===== src/rtl/pistorm_pkg.sv =====
// Shared definitions for the 68k-side input qualifiers.
// Contents:
//   IPL_NONE, IPL_NMI : named interrupt priority levels
//   filt_state_e      : glitch-filter state, shared with the bus-error filter
package pistorm_pkg;

  localparam logic [2:0] IPL_NONE = 3'd0;
  localparam logic [2:0] IPL_NMI  = 3'd7;

  typedef enum logic [0:0] {
    ST_STABLE  = 1'b0,
    ST_QUALIFY = 1'b1
  } filt_state_e;

endpackage


===== src/rtl/ipl_sync_ctrl_if.sv =====
// Bundle between the 68k IPL pins / host status register and ipl_sync_ctrl.
// Signals:
//   SAMPLE_EN     : strobe, one per 68k clock falling edge
//   IPL_N[2:0]    : raw active-low IPL pins (asynchronous)
//   ACK           : host pulse clearing the pending flags
//   IPL_LEVEL[2:0]: qualified active-high level
//   IRQ_PENDING   : nonzero level latched until ACK
//   NMI_PENDING   : entry into level 7 latched until ACK
//   LEVEL_CHANGED : one-cycle pulse when IPL_LEVEL updates
// master drives the pins/strobe/ACK; slave is the controller.
interface ipl_sync_ctrl_if;
  logic       SAMPLE_EN;
  logic [2:0] IPL_N;
  logic       ACK;
  logic [2:0] IPL_LEVEL;
  logic       IRQ_PENDING;
  logic       NMI_PENDING;
  logic       LEVEL_CHANGED;

  modport master (
    output SAMPLE_EN, IPL_N, ACK,
    input  IPL_LEVEL, IRQ_PENDING, NMI_PENDING, LEVEL_CHANGED
  );

  modport slave (
    input  SAMPLE_EN, IPL_N, ACK,
    output IPL_LEVEL, IRQ_PENDING, NMI_PENDING, LEVEL_CHANGED
  );
endinterface


===== src/rtl/sync_chain.sv =====
// Generic multi-bit, multi-stage synchroniser for asynchronous pins.
// Ports:
//   CLK   : destination clock
//   RESET : synchronous, active-high; loads every stage with RST_VAL
//   d     : asynchronous input
//   q     : synchronised output (last stage)
// Bits are synchronised independently; callers must tolerate per-bit skew.
module sync_chain #(
  parameter int                 WIDTH   = 1,
  parameter int                 DEPTH   = 2,
  parameter logic [WIDTH-1:0]   RST_VAL = '0
) (
  input  logic             CLK,
  input  logic             RESET,
  input  logic [WIDTH-1:0] d,
  output logic [WIDTH-1:0] q
);

  logic [WIDTH-1:0] stage_r [DEPTH];

  // Shift chain, clocked every cycle.
  always_ff @(posedge CLK) begin
    if (RESET) begin
      for (int i = 0; i < DEPTH; i++) begin
        stage_r[i] <= RST_VAL;
      end
    end else begin
      stage_r[0] <= d;
      for (int i = 1; i < DEPTH; i++) begin
        stage_r[i] <= stage_r[i-1];
      end
    end
  end

  assign q = stage_r[DEPTH-1];

endmodule


===== src/rtl/ipl_sync_ctrl.sv =====
// 68000 IPL synchroniser, glitch filter and interrupt-pending flag sequencer.
// Ports:
//   CLK   : system clock
//   RESET : synchronous, active-high
//   bus   : ipl_sync_ctrl_if.slave (SAMPLE_EN, IPL_N, ACK in;
//           IPL_LEVEL, IRQ_PENDING, NMI_PENDING, LEVEL_CHANGED out)
// A new level is accepted after FILTER_LEN consecutive identical strobed
// samples; all outputs are registered.
module ipl_sync_ctrl
  import pistorm_pkg::*;
#(
  parameter int SYNC_STAGES = 2,
  parameter int FILTER_LEN  = 2,
  parameter int CNT_W       = 4
) (
  input  logic              CLK,
  input  logic              RESET,
  ipl_sync_ctrl_if.slave    bus
);

  logic [2:0]       sync_n_s;
  logic [2:0]       sync_lvl_s;
  logic [CNT_W-1:0] cnt_inc_s;
  logic             commit_s;
  logic [2:0]       commit_lvl_s;
  logic             irq_set_s;
  logic             nmi_set_s;

  filt_state_e      state_r;
  logic [2:0]       cand_r;
  logic [CNT_W-1:0] cnt_r;
  logic [2:0]       level_r;
  logic             changed_r;
  logic             irq_r;
  logic             nmi_r;

  // Idle pins (all high) reset to level 0 so no spurious request after reset.
  sync_chain #(
    .WIDTH  (3),
    .DEPTH  (SYNC_STAGES),
    .RST_VAL(3'b111)
  ) u_sync (
    .CLK  (CLK),
    .RESET(RESET),
    .d    (bus.IPL_N),
    .q    (sync_n_s)
  );

  assign sync_lvl_s = ~sync_n_s;
  assign cnt_inc_s  = cnt_r + CNT_W'(1);

  // Commit decode: with FILTER_LEN=1 the first differing strobe commits directly.
  always_comb begin
    commit_s     = 1'b0;
    commit_lvl_s = cand_r;
    if (bus.SAMPLE_EN) begin
      case (state_r)
        ST_STABLE: begin
          if ((sync_lvl_s != level_r) && (FILTER_LEN == 1)) begin
            commit_s     = 1'b1;
            commit_lvl_s = sync_lvl_s;
          end else begin
            commit_s     = 1'b0;
          end
        end
        ST_QUALIFY: begin
          if ((sync_lvl_s == cand_r) && (cnt_inc_s == CNT_W'(FILTER_LEN))) begin
            commit_s = 1'b1;
          end else begin
            commit_s = 1'b0;
          end
        end
        default: commit_s = 1'b0;
      endcase
    end else begin
      commit_s = 1'b0;
    end
  end

  assign irq_set_s = commit_s && (commit_lvl_s != IPL_NONE);
  assign nmi_set_s = commit_s && (commit_lvl_s == IPL_NMI) && (level_r != IPL_NMI);

  // Filter FSM plus the qualified level and its change pulse.
  always_ff @(posedge CLK) begin
    if (RESET) begin
      state_r   <= ST_STABLE;
      cand_r    <= IPL_NONE;
      cnt_r     <= '0;
      level_r   <= IPL_NONE;
      changed_r <= 1'b0;
    end else begin
      changed_r <= commit_s;
      if (commit_s) begin
        level_r <= commit_lvl_s;
      end
      if (bus.SAMPLE_EN) begin
        case (state_r)
          ST_STABLE: begin
            if (sync_lvl_s != level_r) begin
              cand_r  <= sync_lvl_s;
              cnt_r   <= CNT_W'(1);
              state_r <= (FILTER_LEN == 1) ? ST_STABLE : ST_QUALIFY;
            end
          end
          ST_QUALIFY: begin
            if (sync_lvl_s == cand_r) begin
              cnt_r <= cnt_inc_s;
              if (commit_s) begin
                state_r <= ST_STABLE;
              end
            end else if (sync_lvl_s == level_r) begin
              // Glitch: input fell back to the committed level.
              state_r <= ST_STABLE;
            end else begin
              cand_r <= sync_lvl_s;
              cnt_r  <= CNT_W'(1);
            end
          end
          default: state_r <= ST_STABLE;
        endcase
      end
    end
  end

  // Pending flags: a set event beats ACK; IRQ re-arms while the level is nonzero.
  always_ff @(posedge CLK) begin
    if (RESET) begin
      irq_r <= 1'b0;
      nmi_r <= 1'b0;
    end else begin
      if (irq_set_s) begin
        irq_r <= 1'b1;
      end else if (bus.ACK) begin
        irq_r <= 1'b0;
      end else if (level_r != IPL_NONE) begin
        irq_r <= 1'b1;
      end
      if (nmi_set_s) begin
        nmi_r <= 1'b1;
      end else if (bus.ACK) begin
        nmi_r <= 1'b0;
      end
    end
  end

  assign bus.IPL_LEVEL     = level_r;
  assign bus.LEVEL_CHANGED = changed_r;
  assign bus.IRQ_PENDING   = irq_r;
  assign bus.NMI_PENDING   = nmi_r;

endmodule


===== src/flat_wrapper.sv =====
// flat-port wrapper written by rule: the top's interface ports become plain ports
module ipl_sync_ctrl_flat import pistorm_pkg::*;
#(
  parameter int SYNC_STAGES = 2,
  parameter int FILTER_LEN  = 2,
  parameter int CNT_W       = 4
)
  (CLK, RESET, bus_SAMPLE_EN, bus_IPL_N, bus_ACK, bus_IPL_LEVEL, bus_IRQ_PENDING, bus_NMI_PENDING, bus_LEVEL_CHANGED);
  ipl_sync_ctrl_if bus_i ();
  input  logic CLK;
  input  logic RESET;
  input wire logic [$bits(bus_i.SAMPLE_EN)-1:0] bus_SAMPLE_EN;
  input wire logic [$bits(bus_i.IPL_N)-1:0] bus_IPL_N;
  input wire logic [$bits(bus_i.ACK)-1:0] bus_ACK;
  output wire logic [$bits(bus_i.IPL_LEVEL)-1:0] bus_IPL_LEVEL;
  output wire logic [$bits(bus_i.IRQ_PENDING)-1:0] bus_IRQ_PENDING;
  output wire logic [$bits(bus_i.NMI_PENDING)-1:0] bus_NMI_PENDING;
  output wire logic [$bits(bus_i.LEVEL_CHANGED)-1:0] bus_LEVEL_CHANGED;
  assign bus_i.SAMPLE_EN = bus_SAMPLE_EN;
  assign bus_i.IPL_N = bus_IPL_N;
  assign bus_i.ACK = bus_ACK;
  assign bus_IPL_LEVEL = bus_i.IPL_LEVEL;
  assign bus_IRQ_PENDING = bus_i.IRQ_PENDING;
  assign bus_NMI_PENDING = bus_i.NMI_PENDING;
  assign bus_LEVEL_CHANGED = bus_i.LEVEL_CHANGED;
  ipl_sync_ctrl #(.SYNC_STAGES(SYNC_STAGES), .FILTER_LEN(FILTER_LEN), .CNT_W(CNT_W)) u_core (.CLK(CLK), .RESET(RESET), .bus(bus_i));
endmodule

===== config.mk =====
export PLATFORM = sky130hd
export DESIGN_NAME = ipl_sync_ctrl_flat
export DESIGN_NICKNAME = d
export VERILOG_FILES = /design/src/rtl/pistorm_pkg.sv /design/src/rtl/ipl_sync_ctrl_if.sv /design/src/rtl/sync_chain.sv /design/src/rtl/ipl_sync_ctrl.sv /design/src/flat_wrapper.sv
export SDC_FILE = /design/constraint.sdc
export NUM_CORES = 1
export LEC_CHECK = 0
export CAP_MARGIN = 20
export CORE_MARGIN = 2
export CORE_UTILIZATION = 50
export CTS_CLUSTER_SIZE = 8
export DETAILED_ROUTE_END_ITERATION = 10
export PLACE_DENSITY_LB_ADDON = 0.08
export SLEW_MARGIN = 20
export SYNTH_ARGS = -nofsm -noshare
export SYNTH_HDL_FRONTEND = slang
export SYNTH_HIERARCHICAL = 1
export SYNTH_SLANG_ARGS = --single-unit

===== constraint.sdc =====
create_clock -name CLK -period 3.33 [get_ports CLK]
set_input_delay 0.666 -clock CLK [delete_from_list [all_inputs] [get_ports CLK]]
set_output_delay 0.666 -clock CLK [all_outputs]
set_load 0.05 [all_outputs]

# Yosys cells after proc, flatten, opt, wreduce, memory -nomap -nowiden
# Memories as Yosys holds them, arrays and structs flattened.
# Cells that the tools add are included.
# word_totals
reg_bits	14
latch_bits	0
ramBits	6
mem_bits_ro	0
inputBits	7
output_inout_bits	6
word_cells	59
n_memories	1
# mem_list
name	words	word_bits	rd	rd_clocked_by_memory_dff	write_ports	line	source
u_core.u_sync.stage_r	2	3	2	0	2	sync_chain.sv:19	logic [WIDTH-1:0] stage_r [DEPTH];
# op_classes
addsub	1
multipliers	0
n_div	0
order_cmp	0
n_eq_ne	10
shifts	0
n_mux	26
n_bitwise	4
n_reduce_logical	10
# ops
operator	n
$mux 3	5
$mux 1	14
$mux 4	3
$reduce_bool 3->1	3
$pmux 4 s2	1
$eq 3x3->1	2
$ne 3x3->1 const B	2
$pmux 3 s2	1
$add 4x1->4 const B	1
$eq 4x2->1 const B	1
$logic_and 1x1->1	4
$ne 2x2->1 const B	2
$pmux 1 s2	2
$reduce_and 4->1	1
$eq 3x3->1 const B	1
$ne 3x3->1	1
$not 3->3	1
$reduce_and 3->1	1
$ne 2x1->1 const B	1
$or 1x1->1	2
$reduce_bool 2->1	1
$not 1->1	1

# Depth between registers and ports, before layout
# logic_depth
word_depth	9
mapped_depth	7

# Hierarchy
# The synthesis kept the hierarchy.
# by_module_without_submodules
mod	instances	cells_per_inst	area_per_inst_um2	seq_area_each_um2
ipl_sync_ctrl	1	82	739.5	280.3
sync_chain	1	15	180.2	120.1

# Least setup slack after synthesis
# Ideal clock, no wire load.
# synth_path
path_kind	register -> register
from	reg u_core.level_r[0], in the netlist u_core/bus.IPL_LEVEL[0]
to	reg u_core.cnt_r[0]
arrival_ps	1531
required_ps	3195
path_slack_ps	1664
path_stages_with_launch	6
path_cell_list	dfxtp_1 -> xnor2_1 -> o31a_1 -> a21o_2 -> nor2_1 -> a211oi_1
# synth_between
elab_chain_len	3
elab_cells_between_ends	5
# synth_rtl
item	line	source
from (decl)	ipl_sync_ctrl.sv:32	logic [2:0] level_r;
from (signal assigned)	ipl_sync_ctrl.sv:94	level_r <= commit_lvl_s;
$eq 3x3->1 or $ne 3x3->1 (tied branches)	--	
$ne 3x3->1 (no source line) or $ne 2x1->1 (tied branches)	--	
$reduce_and 3->1 (no source line) *	--	
to (signal assigned)	ipl_sync_ctrl.sv:107	cnt_r <= cnt_inc_s;
to (decl)	ipl_sync_ctrl.sv:31	logic [CNT_W-1:0] cnt_r;
# Every way passes the cells marked *; elsewhere a longest branch is shown, timed or not.
# A chain may end at the register's enable or synchronous reset.

# Worst setup path after layout
# layout_path
from	reg u_core.level_r[2], in the netlist u_core/bus.IPL_LEVEL[2]
to	out bus_IPL_LEVEL[2]
# layout_rtl
item	line	source
to (decl)	flat_wrapper.sv:15	output wire logic [$bits(bus_i.IPL_LEVEL)-1:0] bus_IPL_LEVEL;
# No word-level cell between the ends.

==> run summary <==
STA classifies the critical path endpoint as a primary output. The net count of the finished layout is 118. The tools report the clock root buffer as sky130_fd_sc_hd__clkbuf_4. On the critical path, the stage with the largest delay is an instance of sky130_fd_sc_hd__clkdlybuf4s50_1. Counting tap cells, the placed design contains a total of 129 instances. The run gives 0 as the setup violation total in the final timing report. The total die area came out at 2200 sq um. Counting along the longest clock path gives a buffer depth of 2.

For this design the top-level I/O count stands at 13. The run gives 3 as the clock buffer count from CTS. Top cell family by delay on the critical path: buffers and inverters. The tools report the number of endpoints with negative hold slack in the final report as 0. Overall fraction of global-route tracks in use: 17.3%. Leaving out fill and tap cells, the most frequent cell in the layout is sky130_fd_sc_hd__dfxtp_1.

The number of instances in the synthesized netlist was 97; the number of remaining DRC errors was 0. The largest total area in the synthesized netlist belongs to sky130_fd_sc_hd__dfxtp_1. After the flow finishes, the layout carries non-filler instances totaling 133. In this run the biggest area consumer among cell types represents 43.5% of the synthesized area. The count of buffer and inverter cells on the critical path works out to 1. For the number of gates given a new drive strength after cts, the log shows 0.

In this run the worst path has a maximum fanout of 5. Routability-driven placement finished with a final weighted congestion of 0.783. The run gives 34 as the number of distinct library cell variants in the gate-level netlist after synthesis. The tools report the H-tree level count as 1. For the first-iteration detailed-routing DRC count, the log shows 10. By area the synthesized netlist is led by sky130_fd_sc_hd__dfxtp_1 (44%), sky130_fd_sc_hd__nand2b_1 (4.1%), sky130_fd_sc_hd__or2_1 (4.1%). The HPWL after detailed placement is 1160 um.

The wire length of the first global-routing pass came out at 2640 um. For the worst-skew pair, the clock arrives at the later sink with an insertion delay of 300 ps. In the final layout, the share of cells above drive strength 1 is 9.26%. TritonCTS built the clock tree. The min-delay analysis places its worst path in the category register to register.

The final worst clock skew was 4.16 ps; the worst-margin pin slew was 608 ps. The run gives 0 as the number of slew-limit violations in the final report. Once routing completed, OpenROAD measured the worst setup slack at 1080 ps. After synthesis the netlist holds a flip-flop and latch count of 20. The number of max-cap violations is 0, and the worst-case setup slack after placement is 1180 ps. The relative max-transition margin was 59.3%. Summed over all cells, the static leakage comes to 0.369 nW. The hold buffer count at CTS came out at 0.

Traced cell by cell, the critical path runs through clkdlybuf4s50_1. Clock-pin slew was measured on the worst setup and hold paths at 110 ps. A synthesized cell averages 9.48 sq um.

The first detailed-routing pass ran for 4 iterations. The tools report the number of buffers added for setup after CTS as 0. The highest cell delay on the worst timing path is 840 ps.

Entering global routing, the biggest net connects 22 pins. Measured along the x axis, the die boundary spans 46.9 um. The tools report the data arrival time at the worst-slack endpoint as 1580 ps. STA classifies the critical path startpoint as a register. For this run, the number of Yosys warnings is 6. Setup repair after global routing left no endpoint under its margin.

For the sequential share of the synthesized area, the log shows 43.5%. The count of nets left with antenna violations after detail routing was 0; the count of standard-cell rows was 15. For the overall overflow remaining after global route, the log shows 0. For the worst setup path, the data required time is 2660 ps.

The die is 46.9 um tall. The vias per cell was 5.19; the total power draw was 0.000437 W. The final critical path takes up 67.6% of the cycle. When the netlist entered floorplanning its net count stood at 106. The number of antenna violations at the first check in global routing is 0, and the port buffer count is 12. The core box area is 1730 sq um. In the layout the commonest cells are sky130_fd_sc_hd__dfxtp_1 (20), sky130_fd_sc_hd__clkdlybuf4s50_1 (12), sky130_fd_sc_hd__nor2_1 (8). After detailed routing, the average wire length per cell comes to 11.9 um. The initial standard-cell utilization of the core came out at 53.3%. For the number of global-route vias before repair, the log shows 616. The flow ran to the end, and the final reports show no timing, DRC or antenna violations. Category of the critical setup timing path: register to primary output.

The summed instance area of the synthesized netlist was 920 sq um. Hold is met by 419 ps. The logs give 20 for the sink count of the clock tree and 248 uV for the peak ir drop on the vdd network.

The tools report the accumulated negative setup slack as 0 ps. 0 antenna diodes ended up in the layout. Dividing total power by cell area gives a power density of 407 nW/um^2. For flop-to-flop paths, the worst setup slack is 1630 ps. The run gives 444 MHz as the achievable frequency. Relative to the synthesized area, the layout overhead comes to 16.7%. The clock period minus worst slack came out at 2250 ps. Total wire length: 1590 um.

The run gives 690 as the via count.
==> kinds of logic after synthesis <==
family / synth area share, %
AND/OR/NAND/NOR: 23.7
AO/OA/AOI/OAI: 15.8
flip-flops: 43.5
buffers and inverters: 5.31
XOR/XNOR: 5.72
multiplexers: 3.27
adder cells (fa/ha/maj): 2.72
==> synthesized netlist by cell type <==
master	number
sky130_fd_sc_hd__dfxtp_1	20
sky130_fd_sc_hd__nor2_1	8
sky130_fd_sc_hd__nand2b_1	6
sky130_fd_sc_hd__or2_1	6
sky130_fd_sc_hd__a211oi_1	4
sky130_fd_sc_hd__o21ai_0	4
sky130_fd_sc_hd__a21oi_1	3
sky130_fd_sc_hd__buf_4	3
sky130_fd_sc_hd__mux2i_1	3
sky130_fd_sc_hd__nand2_1	3
sky130_fd_sc_hd__nand3_1	3
sky130_fd_sc_hd__or2b_1	3
sky130_fd_sc_hd__xnor2_1	3
sky130_fd_sc_hd__xor2_1	3
sky130_fd_sc_hd__clkbuf_1	2
sky130_fd_sc_hd__ha_1	2
sky130_fd_sc_hd__inv_1	2
sky130_fd_sc_hd__nor3_1	2
sky130_fd_sc_hd__nor3b_1	2
sky130_fd_sc_hd__a21o_2	1
sky130_fd_sc_hd__a311o_1	1
sky130_fd_sc_hd__a31o_2	1
sky130_fd_sc_hd__and2_1	1
sky130_fd_sc_hd__and2_4	1
sky130_fd_sc_hd__and3_1	1
sky130_fd_sc_hd__and4_4	1
sky130_fd_sc_hd__buf_6	1
sky130_fd_sc_hd__nor2b_1	1
sky130_fd_sc_hd__o22ai_1	1
sky130_fd_sc_hd__o31a_1	1
sky130_fd_sc_hd__o31ai_1	1
sky130_fd_sc_hd__o31ai_2	1
sky130_fd_sc_hd__o32ai_1	1
sky130_fd_sc_hd__o41ai_1	1
==> worst paths after layout <==
kind                          startpoint                     endpoint  cells after the start
min reg2reg  u_core/u_sync/stage_r[0][0]  u_core/u_sync/stage_r[0][3]                      1
max              u_core/bus.IPL_LEVEL[2]             bus_IPL_LEVEL[2]                      1
min          u_core/u_sync/stage_r[0][0]  u_core/u_sync/stage_r[0][3]                      1
max reg2reg              u_core/cnt_r[0]      u_core/bus.IPL_LEVEL[2]                      6
==> cell type report <==
| type | instances | area (sq um) |
|---|---|---|
| sequential | 20 | 400 |
| timing repair buffer | 13 | 128 |
| clock buffer | 4 | 36.3 |
| fill | 163 | 653 |
| tap | 25 | 31.3 |
| multi-input combinational | 69 | 470 |
| inverter | 2 | 7.51 |
==> per-stage QoR <==
| stage | util [%] | cell area, sq um |
|---|---|---|
| final | 62.2 | 1070 |
| after global routing | 62.2 | 1070 |
| after CTS | 62.2 | 1070 |
| after detailed placement | 60.1 | 1040 |
| after global placement | 60.1 | 1040 |
| after floorplan | - | 920 |
==> routing by layer <==
layer  share of wire [%]  track usage, %  vias up  wire, um
li1                    -               -      357         -
met1                  48            22.4      318       756
met2                  47            25.8       13       751
met3                 4.0            5.00        2        64
met4                0.88            10.0        0        14
met5                   0               0        -         0
==> sequential cells by signal, summed over array words and instances, names as in the netlist <==
register                  cells
u_core/bus.IPL_LEVEL          3
u_core/state_r                1
u_core/bus.NMI_PENDING        1
u_core/bus.IRQ_PENDING        1
u_core/cnt_r                  4
u_core/bus.LEVEL_CHANGED      1
u_core/cand_r                 3
u_core/u_sync/stage_r         6
==> report_power, final <==
part / total [W] / internal, W / switching, W
registers: 0.000255 / 0.000247 / 0.00000783
clock network: 0.000140 / 0.0000666 / 0.0000735
logic: 0.0000412 / 0.0000226 / 0.0000187
total: 0.000437 / 0.000337 / 0.000100
==> worst reg2reg max path, delay by kind of cell (launching register included) <==
kind / cells / cell delay, ps
AO/OA/AOI/OAI: 2 / 290
flip-flops: 1 / 430
AND/OR/NAND/NOR: 2 / 460
adder cells (fa/ha/maj): 1 / 260
multiplexers: 1 / 210
No activity file was read; power rests on OpenSTA's default activity.
